==> config.mk <==
export PLATFORM = sky130hd
export DESIGN_NAME = fp_convert_ctrl
export DESIGN_NICKNAME = d
export VERILOG_FILES = /design/src/rtl/fp_conv_pkg.sv /design/src/rtl/fp_round_stage.sv /design/src/rtl/fp_convert_ctrl.sv
export SDC_FILE = /design/constraint.sdc
export NUM_CORES = 1
export LEC_CHECK = 0
export ABC_AREA = 1
export CAP_MARGIN = 20
export CORE_MARGIN = 3
export CORE_UTILIZATION = 30
export DETAILED_ROUTE_END_ITERATION = 6
export PLACE_DENSITY = 0.55
export SETUP_SLACK_MARGIN = 0.5
export SYNTH_ARGS = -nofsm -noshare
export SYNTH_HDL_FRONTEND = slang
export SYNTH_SLANG_ARGS = --single-unit
==> constraint.sdc <==
create_clock -name clk -period 1.66 [get_ports clk]
set_clock_uncertainty 0.15 [all_clocks]
set_input_delay 0.166 -clock clk [delete_from_list [all_inputs] [get_ports clk]]
set_output_delay 0.166 -clock clk [all_outputs]
set_load 0.02 [all_outputs]
==> src/rtl/fp_conv_pkg.sv <==
// ---------------------------------------------------------------------------
// fp_conv_pkg
// Shared types and constants for the 12-bit two's-complement to 8-bit
// floating-point conversion (sign, 3-bit exponent, 4-bit significand).
// Contents: controller state enum, word widths, saturation/renormalisation
// constants.
// ---------------------------------------------------------------------------
package fp_conv_pkg;

  localparam int IN_W  = 12;
  localparam int EXP_W = 3;
  localparam int SIG_W = 4;

  localparam logic [EXP_W-1:0] EXP_MAX    = 3'b111;
  localparam logic [SIG_W-1:0] SIG_SAT    = 4'b1111;
  localparam logic [SIG_W-1:0] SIG_RENORM = 4'b1000;

  typedef enum logic [1:0] {
    ST_IDLE  = 2'd0,
    ST_NORM  = 2'd1,
    ST_ROUND = 2'd2,
    ST_DONE  = 2'd3
  } state_e;

endpackage

==> src/rtl/fp_round_stage.sv <==
// ---------------------------------------------------------------------------
// fp_round_stage
// Combinational rounding step of the float conversion.
// Ports:
//   sig_i   [3:0] candidate significand (mag[10:7] after normalisation)
//   exp_i   [2:0] exponent after normalisation
//   fifth_i       first discarded bit (mag[6])
//   sat_i         input already saturated (-2048)
//   sig_o   [3:0] final significand
//   exp_o   [2:0] final exponent
//   ovf_o         result saturated to S=1111, E=111
// Configuration macro: FP_CONV_ROUND_EN
//   defined   -> round-to-nearest, half-up on fifth_i
//   undefined -> truncation, fifth_i ignored
// ---------------------------------------------------------------------------
module fp_round_stage
  import fp_conv_pkg::*;
(
  input  logic [SIG_W-1:0] sig_i,
  input  logic [EXP_W-1:0] exp_i,
  input  logic             fifth_i,
  input  logic             sat_i,
  output logic [SIG_W-1:0] sig_o,
  output logic [EXP_W-1:0] exp_o,
  output logic             ovf_o
);

`ifndef FP_CONV_ROUND_EN
  logic unused_fifth_s;
  assign unused_fifth_s = fifth_i;
`endif

  // Round (or truncate) the normalised value and apply saturation.
  always_comb begin
    sig_o = sig_i;
    exp_o = exp_i;
    ovf_o = sat_i;
`ifdef FP_CONV_ROUND_EN
    if (fifth_i) begin
      if (sig_i != SIG_SAT) begin
        sig_o = sig_i + 4'd1;
      end else if (exp_i != EXP_MAX) begin
        // Significand carry-out: renormalise into the next exponent.
        sig_o = SIG_RENORM;
        exp_o = exp_i + 3'd1;
      end else begin
        // Carry out of the largest exponent cannot be represented.
        ovf_o = 1'b1;
      end
    end else begin
      sig_o = sig_i;
    end
`endif
    if (ovf_o) begin
      sig_o = SIG_SAT;
      exp_o = EXP_MAX;
    end else begin
      ovf_o = 1'b0;
    end
  end

endmodule

==> src/rtl/fp_convert_ctrl.sv <==
// ---------------------------------------------------------------------------
// fp_convert_ctrl
// Sequenced 12-bit two's-complement to 8-bit float converter with
// valid/ready handshakes on both sides.
// Ports:
//   clk, rst          clock (rising edge), asynchronous active-high reset
//   in_data  [11:0]   two's-complement sample
//   in_valid/in_ready input handshake (in_ready high only in IDLE)
//   out_sign          sign bit
//   out_exp  [2:0]    exponent
//   out_sig  [3:0]    significand
//   out_ovf           result saturated
//   out_valid/out_ready output handshake; result held until consumed
// Configuration macro: FP_CONV_ROUND_EN (selects rounding in fp_round_stage).
// ---------------------------------------------------------------------------
module fp_convert_ctrl
  import fp_conv_pkg::*;
(
  input  logic             clk,
  input  logic             rst,
  input  logic [IN_W-1:0]  in_data,
  input  logic             in_valid,
  output logic             in_ready,
  output logic             out_sign,
  output logic [EXP_W-1:0] out_exp,
  output logic [SIG_W-1:0] out_sig,
  output logic             out_ovf,
  output logic             out_valid,
  input  logic             out_ready
);

  state_e            state_q, state_d;
  logic              sign_q, sign_d;
  logic [IN_W-1:0]   mag_q, mag_d;
  logic [EXP_W-1:0]  exp_q, exp_d;
  logic              sat_q, sat_d;
  logic              out_sign_q, out_sign_d;
  logic [EXP_W-1:0]  out_exp_q, out_exp_d;
  logic [SIG_W-1:0]  out_sig_q, out_sig_d;
  logic              out_ovf_q, out_ovf_d;
  logic              out_valid_q, out_valid_d;

  logic [SIG_W-1:0]  rnd_sig_s;
  logic [EXP_W-1:0]  rnd_exp_s;
  logic              rnd_ovf_s;
  logic [IN_W-1:0]   abs_s;

  // Two's-complement negation of 0x800 yields 0x800, flagged later by mag[11].
  assign abs_s = in_data[IN_W-1] ? (~in_data + 12'd1) : in_data;

  assign in_ready  = (state_q == ST_IDLE);
  assign out_sign  = out_sign_q;
  assign out_exp   = out_exp_q;
  assign out_sig   = out_sig_q;
  assign out_ovf   = out_ovf_q;
  assign out_valid = out_valid_q;

  fp_round_stage u_round (
    .sig_i   (mag_q[10:7]),
    .exp_i   (exp_q),
    .fifth_i (mag_q[6]),
    .sat_i   (sat_q),
    .sig_o   (rnd_sig_s),
    .exp_o   (rnd_exp_s),
    .ovf_o   (rnd_ovf_s)
  );

  // Next-state and datapath update for the conversion sequence.
  always_comb begin
    state_d     = state_q;
    sign_d      = sign_q;
    mag_d       = mag_q;
    exp_d       = exp_q;
    sat_d       = sat_q;
    out_sign_d  = out_sign_q;
    out_exp_d   = out_exp_q;
    out_sig_d   = out_sig_q;
    out_ovf_d   = out_ovf_q;
    out_valid_d = 1'b0;
    case (state_q)
      ST_IDLE: begin
        if (in_valid) begin
          sign_d  = in_data[IN_W-1];
          mag_d   = abs_s;
          exp_d   = EXP_MAX;
          sat_d   = 1'b0;
          state_d = ST_NORM;
        end else begin
          state_d = ST_IDLE;
        end
      end
      ST_NORM: begin
        if (mag_q[11]) begin
          sat_d   = 1'b1;
          state_d = ST_ROUND;
        end else if (mag_q[10] || (exp_q == 3'd0)) begin
          // Normalised, or exponent floor reached (covers zero input).
          state_d = ST_ROUND;
        end else begin
          mag_d   = {mag_q[IN_W-2:0], 1'b0};
          exp_d   = exp_q - 3'd1;
          state_d = ST_NORM;
        end
      end
      ST_ROUND: begin
        out_sign_d = sign_q;
        out_exp_d  = rnd_exp_s;
        out_sig_d  = rnd_sig_s;
        out_ovf_d  = rnd_ovf_s;
        state_d    = ST_DONE;
      end
      ST_DONE: begin
        // out_valid is raised one clock after entering DONE, so the
        // handshake only completes once valid is actually visible.
        if (out_valid_q && out_ready) begin
          out_valid_d = 1'b0;
          state_d     = ST_IDLE;
        end else begin
          out_valid_d = 1'b1;
          state_d     = ST_DONE;
        end
      end
      default: begin
        state_d = ST_IDLE;
      end
    endcase
  end

  // State, working registers and registered outputs.
  always_ff @(posedge clk or posedge rst) begin
    if (rst) begin
      state_q     <= ST_IDLE;
      sign_q      <= 1'b0;
      mag_q       <= 12'd0;
      exp_q       <= 3'd0;
      sat_q       <= 1'b0;
      out_sign_q  <= 1'b0;
      out_exp_q   <= 3'd0;
      out_sig_q   <= 4'd0;
      out_ovf_q   <= 1'b0;
      out_valid_q <= 1'b0;
    end else begin
      state_q     <= state_d;
      sign_q      <= sign_d;
      mag_q       <= mag_d;
      exp_q       <= exp_d;
      sat_q       <= sat_d;
      out_sign_q  <= out_sign_d;
      out_exp_q   <= out_exp_d;
      out_sig_q   <= out_sig_d;
      out_ovf_q   <= out_ovf_d;
      out_valid_q <= out_valid_d;
    end
  end

endmodule

### After elaboration in Yosys (flattened, before gate mapping)

Index checks and enable logic that the tools add are counted.
Widths: inputs -> output; s select.

| cells by class | value |
|---|---|
| $add $sub $neg | 2 |
| multipliers | 0 |
| div/mod/pow operators | 0 |
| magnitude comparators | 0 |
| eq/ne operators | 7 |
| shifts and indexed selects | 0 |
| multiplexer cells | 22 |
| bitwise gates (word level) | 1 |
| reductions and logical operators | 9 |

Operator list:

| kind | number |
|---|---|
| $mux 12 | 4 |
| $pmux 12 s2 | 1 |
| $add 12x1->12 const B | 1 |
| $mux 3 | 4 |
| $not 12->12 | 1 |
| $ne 2x2->1 const B | 4 |
| $pmux 2 s4 | 1 |
| $mux 1 | 6 |
| $mux 2 | 3 |
| $pmux 3 s2 | 1 |
| $eq 2x2->1 const B | 2 |
| $mux 4 | 1 |
| $reduce_and 2->1 | 2 |
| $reduce_and 4->1 | 1 |
| $logic_not 3->1 | 1 |
| $reduce_and 3->1 | 1 |
| $sub 3x1->3 const B | 1 |
| $eq 2x1->1 const B | 1 |
| $logic_not 2->1 | 1 |
| $pmux 1 s2 | 1 |
| $reduce_bool 2->1 | 1 |
| $logic_and 1x1->1 | 1 |
| $logic_or 1x1->1 | 1 |

| storage, ports and cells | value |
|---|---|
| register bits | 29 |
| bits in latches | 0 |
| bits in writable memories | 0 |
| ROM bits | 0 |
| input port bits | 16 |
| output and inout bits | 11 |
| word-level logic and storage cells | 52 |
| memories kept | 0 |

### Depth between registers and ports, before layout

| depth | value |
|---|---|
| depth in word-level cells | 5 |
| depth in mapped cells | 10 |
| mapped depth without buffers | 10 |

### Modules after synthesis

From an unflattened synthesis, not the netlist that was laid out.

| unflattened totals | value |
|---|---|
| cell total of the unflattened synthesis | 213 |
| area, all modules | 1656.6 um^2 |

By module, submodules not included:

| module | times used | cells each | area an instance (um^2) | sequential area each (um^2) |
|---|---|---|---|---|
| fp_convert_ctrl | 1 | 197 | 1592.8 | 725.7 |
| fp_round_stage | 1 | 16 | 63.8 | 0.0 |

### Least setup slack after synthesis

No wires, ideal clock.

| timing | value |
|---|---|
| path type | reg-to-reg |
| from | register exp_q[0] |
| to | register mag_q[3] |
| library setup time | 121 ps |
| arrival time | 1446 ps |
| required time | 1389 ps |
| slack | -57 ps |
| stages on the path, launching flop included | 11 |
| path buffers | 0 |
| clock period less this slack | 1717 ps |
| cell sequence | dfrtp_1 -> inv_1 -> ha_1 -> ha_1 -> or2_4 -> nor2_8 -> nand2_4 -> nand2_4 -> inv_4 -> nor2_1 -> a21oi_2 |

| on the way | value |
|---|---|
| cells in the longest elaborated chain, start to end | 4 |

RTL lines:

| element | RTL line | source |
|---|---|---|
| start, declared | fp_convert_ctrl.sv:35 | `logic [EXP_W-1:0] exp_q, exp_d;` |
| start signal, assigned | fp_convert_ctrl.sv:146 | `exp_q <= exp_d;` |
| $logic_not 3->1 | fp_convert_ctrl.sv:96 | `end else if (mag_q[10] \|\| (exp_q == 3'd0)) begin` |
| $logic_or 1x1->1 | fp_convert_ctrl.sv:96 |  |
| $ne 2x2->1 (no line) | - |  |
| $reduce_and 4->1 (no line) | - |  |
| end signal, assigned | fp_convert_ctrl.sv:145 | `mag_q <= mag_d;` |
| end, declared | fp_convert_ctrl.sv:34 | `logic [IN_W-1:0] mag_q, mag_d;` |

Every way passes these cells.
A chain may end at the register's enable or synchronous reset.

### Worst setup path after layout

| timing | value |
|---|---|
| from | register exp_q[1] |
| to | register mag_q[9] |

Same word-level chain as after synthesis.

==> results.md <==
* Asr flop ratio synth at between 90% and 100%
* Cell taking the most area after synthesis: dfrtp_1
* Final period utilization at 111%
* Tot GR Track Use at roughly 14%
* Worst-case vdd ir drop at 0.000660 V
* Placeable core region at ~5200 µm²
* Final hold slack at 0.122 ns
* Startpoint-to-endpoint class of the critical path: flop to flop
* Leakage power of the design at ~0.0012 µW
* Post-Layout Inst Area at between 2000 and 3000 µm²
* Chip Height at 79.7 µm
* Share of post-route cells with drive strength above 1 at 38.5%
* Final WL at 4140 µm
* Max-slew violation total from the final report at 0
* Most used standard cell by instance count after synthesis: nand2_1
* RD Place Congestion at 0.809
* Count of cells along the worst register-to-register path at 10
* Rows at 26
* Die area at 6350 µm²
* Drt pass-1 iters at 4
* Clock Latency Late Sink at 0.28 ns
* Initial Utilization at 31.5%
* Total count of hold-check failures in the final report at 0
* Power density cells at 1660 nW/µm²
* Minimum period implied by the final worst setup slack at 1.84 ns
* Die Span X at 79.7 µm
* Maximum clock frequency at 0.544 GHz
* Synthesized netlist net count at 234
* Crit path setup slack, layout at -0.177 ns
* Violations in the final reports: setup timing
* Seq cells post-synth at 29
* Area after detailed placement at 2120 µm²
* Total of endpoints with negative setup slack in the final report at 17
* Net count, final at 301
* WL per Instance at around 12 µm
* Crit path required time at around 1.7 ns
* Final ANT Viol Nets at 0
* Most frequently used flop master after synthesis: dfrtp_1
* Relative max-transition margin at 75.0%
* Via count at approximately 1600
* I/O pin total at 27
* Most frequent cells after synthesis: nand2_1 (37), nor2_1 (34), inv_1 (31)
* HPWL reported at the end of detailed placement at 2910 µm
* Status: complete, but fails checks
* Drc violations at 0
* ANT cells at 0
* TritonCTS clock tree: yes
* Biggest area contributors in the synthesized netlist: dfrtp_1 (45%), nand2_1 (8.5%), nor2_1 (7.8%)
* Via count of the first global-routing pass at 1506
* Minimum setup slack after placement at -0.189 ns
* Number of synthesized flops with an enable pin at 0
* Register area share after synthesis at 44.5%
* Ratio of routed vias to standard cells at 4.46
* # clock sinks at 29
* Slew at the pin closest to its max-slew limit at 0.375 ns
* Maximum number of pins on one net before global-route repair at 30
* Count of input and output buffers at 26
* Area growth from synthesis to final layout at 59.3%
* Hold crit path type: input port to asynchronous set/reset pin
* Setup repair after global routing missed its margin: yes
* Worst-path fanout max at 7
* Yosys synthesis warning count at 0
* Fraction of synthesized cell area taken by the top area cell type at 44.5%
* Post-Syn Area at ~1600 µm²
* Count of unique library cells instantiated by Yosys at 26
* Mean instance size in the synthesized netlist at 7.58 µm²
* Number of antenna violations at the first check in global routing at 0
* Number of buffers added by the clock tree synthesis step at 5
* Number of fill cells in the layout at 492
* Root buffer selected by CTS: clkbuf_8
* Number of buffers between clock root and the deepest sink at 2
* Critical Path Sink Type: flop
* Congestion Overflow GR at 0
* Max Cap Viol at 0
* Count of routing violations after the opening detailed-route iteration at 39
* Global-route wire length before repair at 6890 µm
* Signal arrival time at the worst endpoint at approximately 1.9 ns
* CP startpoint kind: flop
* Clock input transition at the sequential cells of the worst setup and hold paths at 0.06 ns
* H-tree depth at 2
* Mapped Cells at 215
* Cts-stage hold buffer count at 0
where the power goes:
| part | internal, µW | switching (µW) |
|---|---|---|
| clock | 374 | 259 |
| combinational | 1160 | 1330 |
| sequential | 1000 | 181 |
sequential cells by signal (all words and copies together), names as in the netlist:
register,count
out_ovf,1
sat_q,1
sign_q,1
out_valid,1
state_q,2
exp_q,3
out_exp,3
mag_q,12
out_sig,4
out_sign,1
stage by stage:
step | utilization [%] | total power [µW] | setup TNS, ns | cells
after floorplan | - | 2320 | -0.215 | 215
after global placement | 40.9 | 2920 | -0.930 | 324
after detailed placement | 40.9 | 2950 | -1.81 | 324
after CTS | 46.6 | 3900 | -1.71 | 348
after global routing | 50.2 | 4600 | -3.60 | 353
final | 50.2 | 4300 | -2.28 | 353
placed cells by master, fill, tap and decap left out, types with 4 or more instances in the layout:
cell type         n
nor2_2            6
a21oi_1          10
buf_4            22
nor2_1           24
nand3_1          21
nor2_4           10
dfrtp_1          28
buf_6            17
clkdlybuf4s50_1  15
nand2_1          33
a21oi_2          11
buf_2             7
inv_1            27
o21ai_0           6
clkbuf_8          7
inv_2             4
cell families after synthesis:
kind of cell               count (synthesis)  synth area share, %
DFF                                       29                 44.5
muxes                                      1                0.691
and+or+nand+nor                          104                 29.0
buffers and inverters                     39                 10.4
AOI/OAI and AO/OA                         39                 13.1
adders and majority gates                  3                 2.30
worst max-delay path, cell delays in order, from the launching register on:
cell and delay (ns):
dfrtp_1 0.37, inv_2 0.06, ha_4 0.16, ha_4 0.15, or2_4 0.25, nor2_8 0.14, nand2_8 0.10, buf_6 0.15
nor2_2 0.08, nor2_1 0.05, a21oi_1 0.12
routing by layer:
metal / part of all wire, % / track usage [%] / up-vias / routed length [µm]
met5: 0 / 0 / - / 0
li1: - / - / 825 / -
met3: 4.5 / 3.61 / 5 / 185
met1: 45 / 17.1 / 716 / 1860
met4: 1.2 / 4.12 / 0 / 51
met2: 49 / 23.6 / 30 / 2050
what timing repair did:
item                       CTS  global route
setup buffers               14             5
resized for setup           75            35
pin swaps                    7             9
cloned                       2             0
setup endpoints to repair   35            30
worst paths after layout:
check	startpoint	end	slack, ns
min in group clk	out_sig[3]	out_sig[3]	0.33
max reg2reg	exp_q[1]	mag_q[9]	-0.18
max in group asynchronous	rst	state_q[0]	0.94
max	exp_q[1]	mag_q[9]	-0.18
min	rst	out_sig[3]	0.12
min reg2reg	out_sig[3]	out_sig[3]	0.33
cell type report:
| class | count | area [µm²] | share of cell area [%] |
|---|---|---|---|
| clock buffer | 7 | 96.3 | 3.71 |
| clock inverter | 1 | 5.00 | 0.193 |
| inverter | 34 | 143 | 5.50 |
| multi-input combinational | 148 | 946 | 36.5 |
| sequential | 29 | 727 | 28.0 |
| tap | 70 | 87.6 | 3.38 |
| timing repair buffer | 63 | 582 | 22.4 |
| timing repair inverter | 1 | 8.76 | 0.338 |
(Power assumes the default switching activity.)
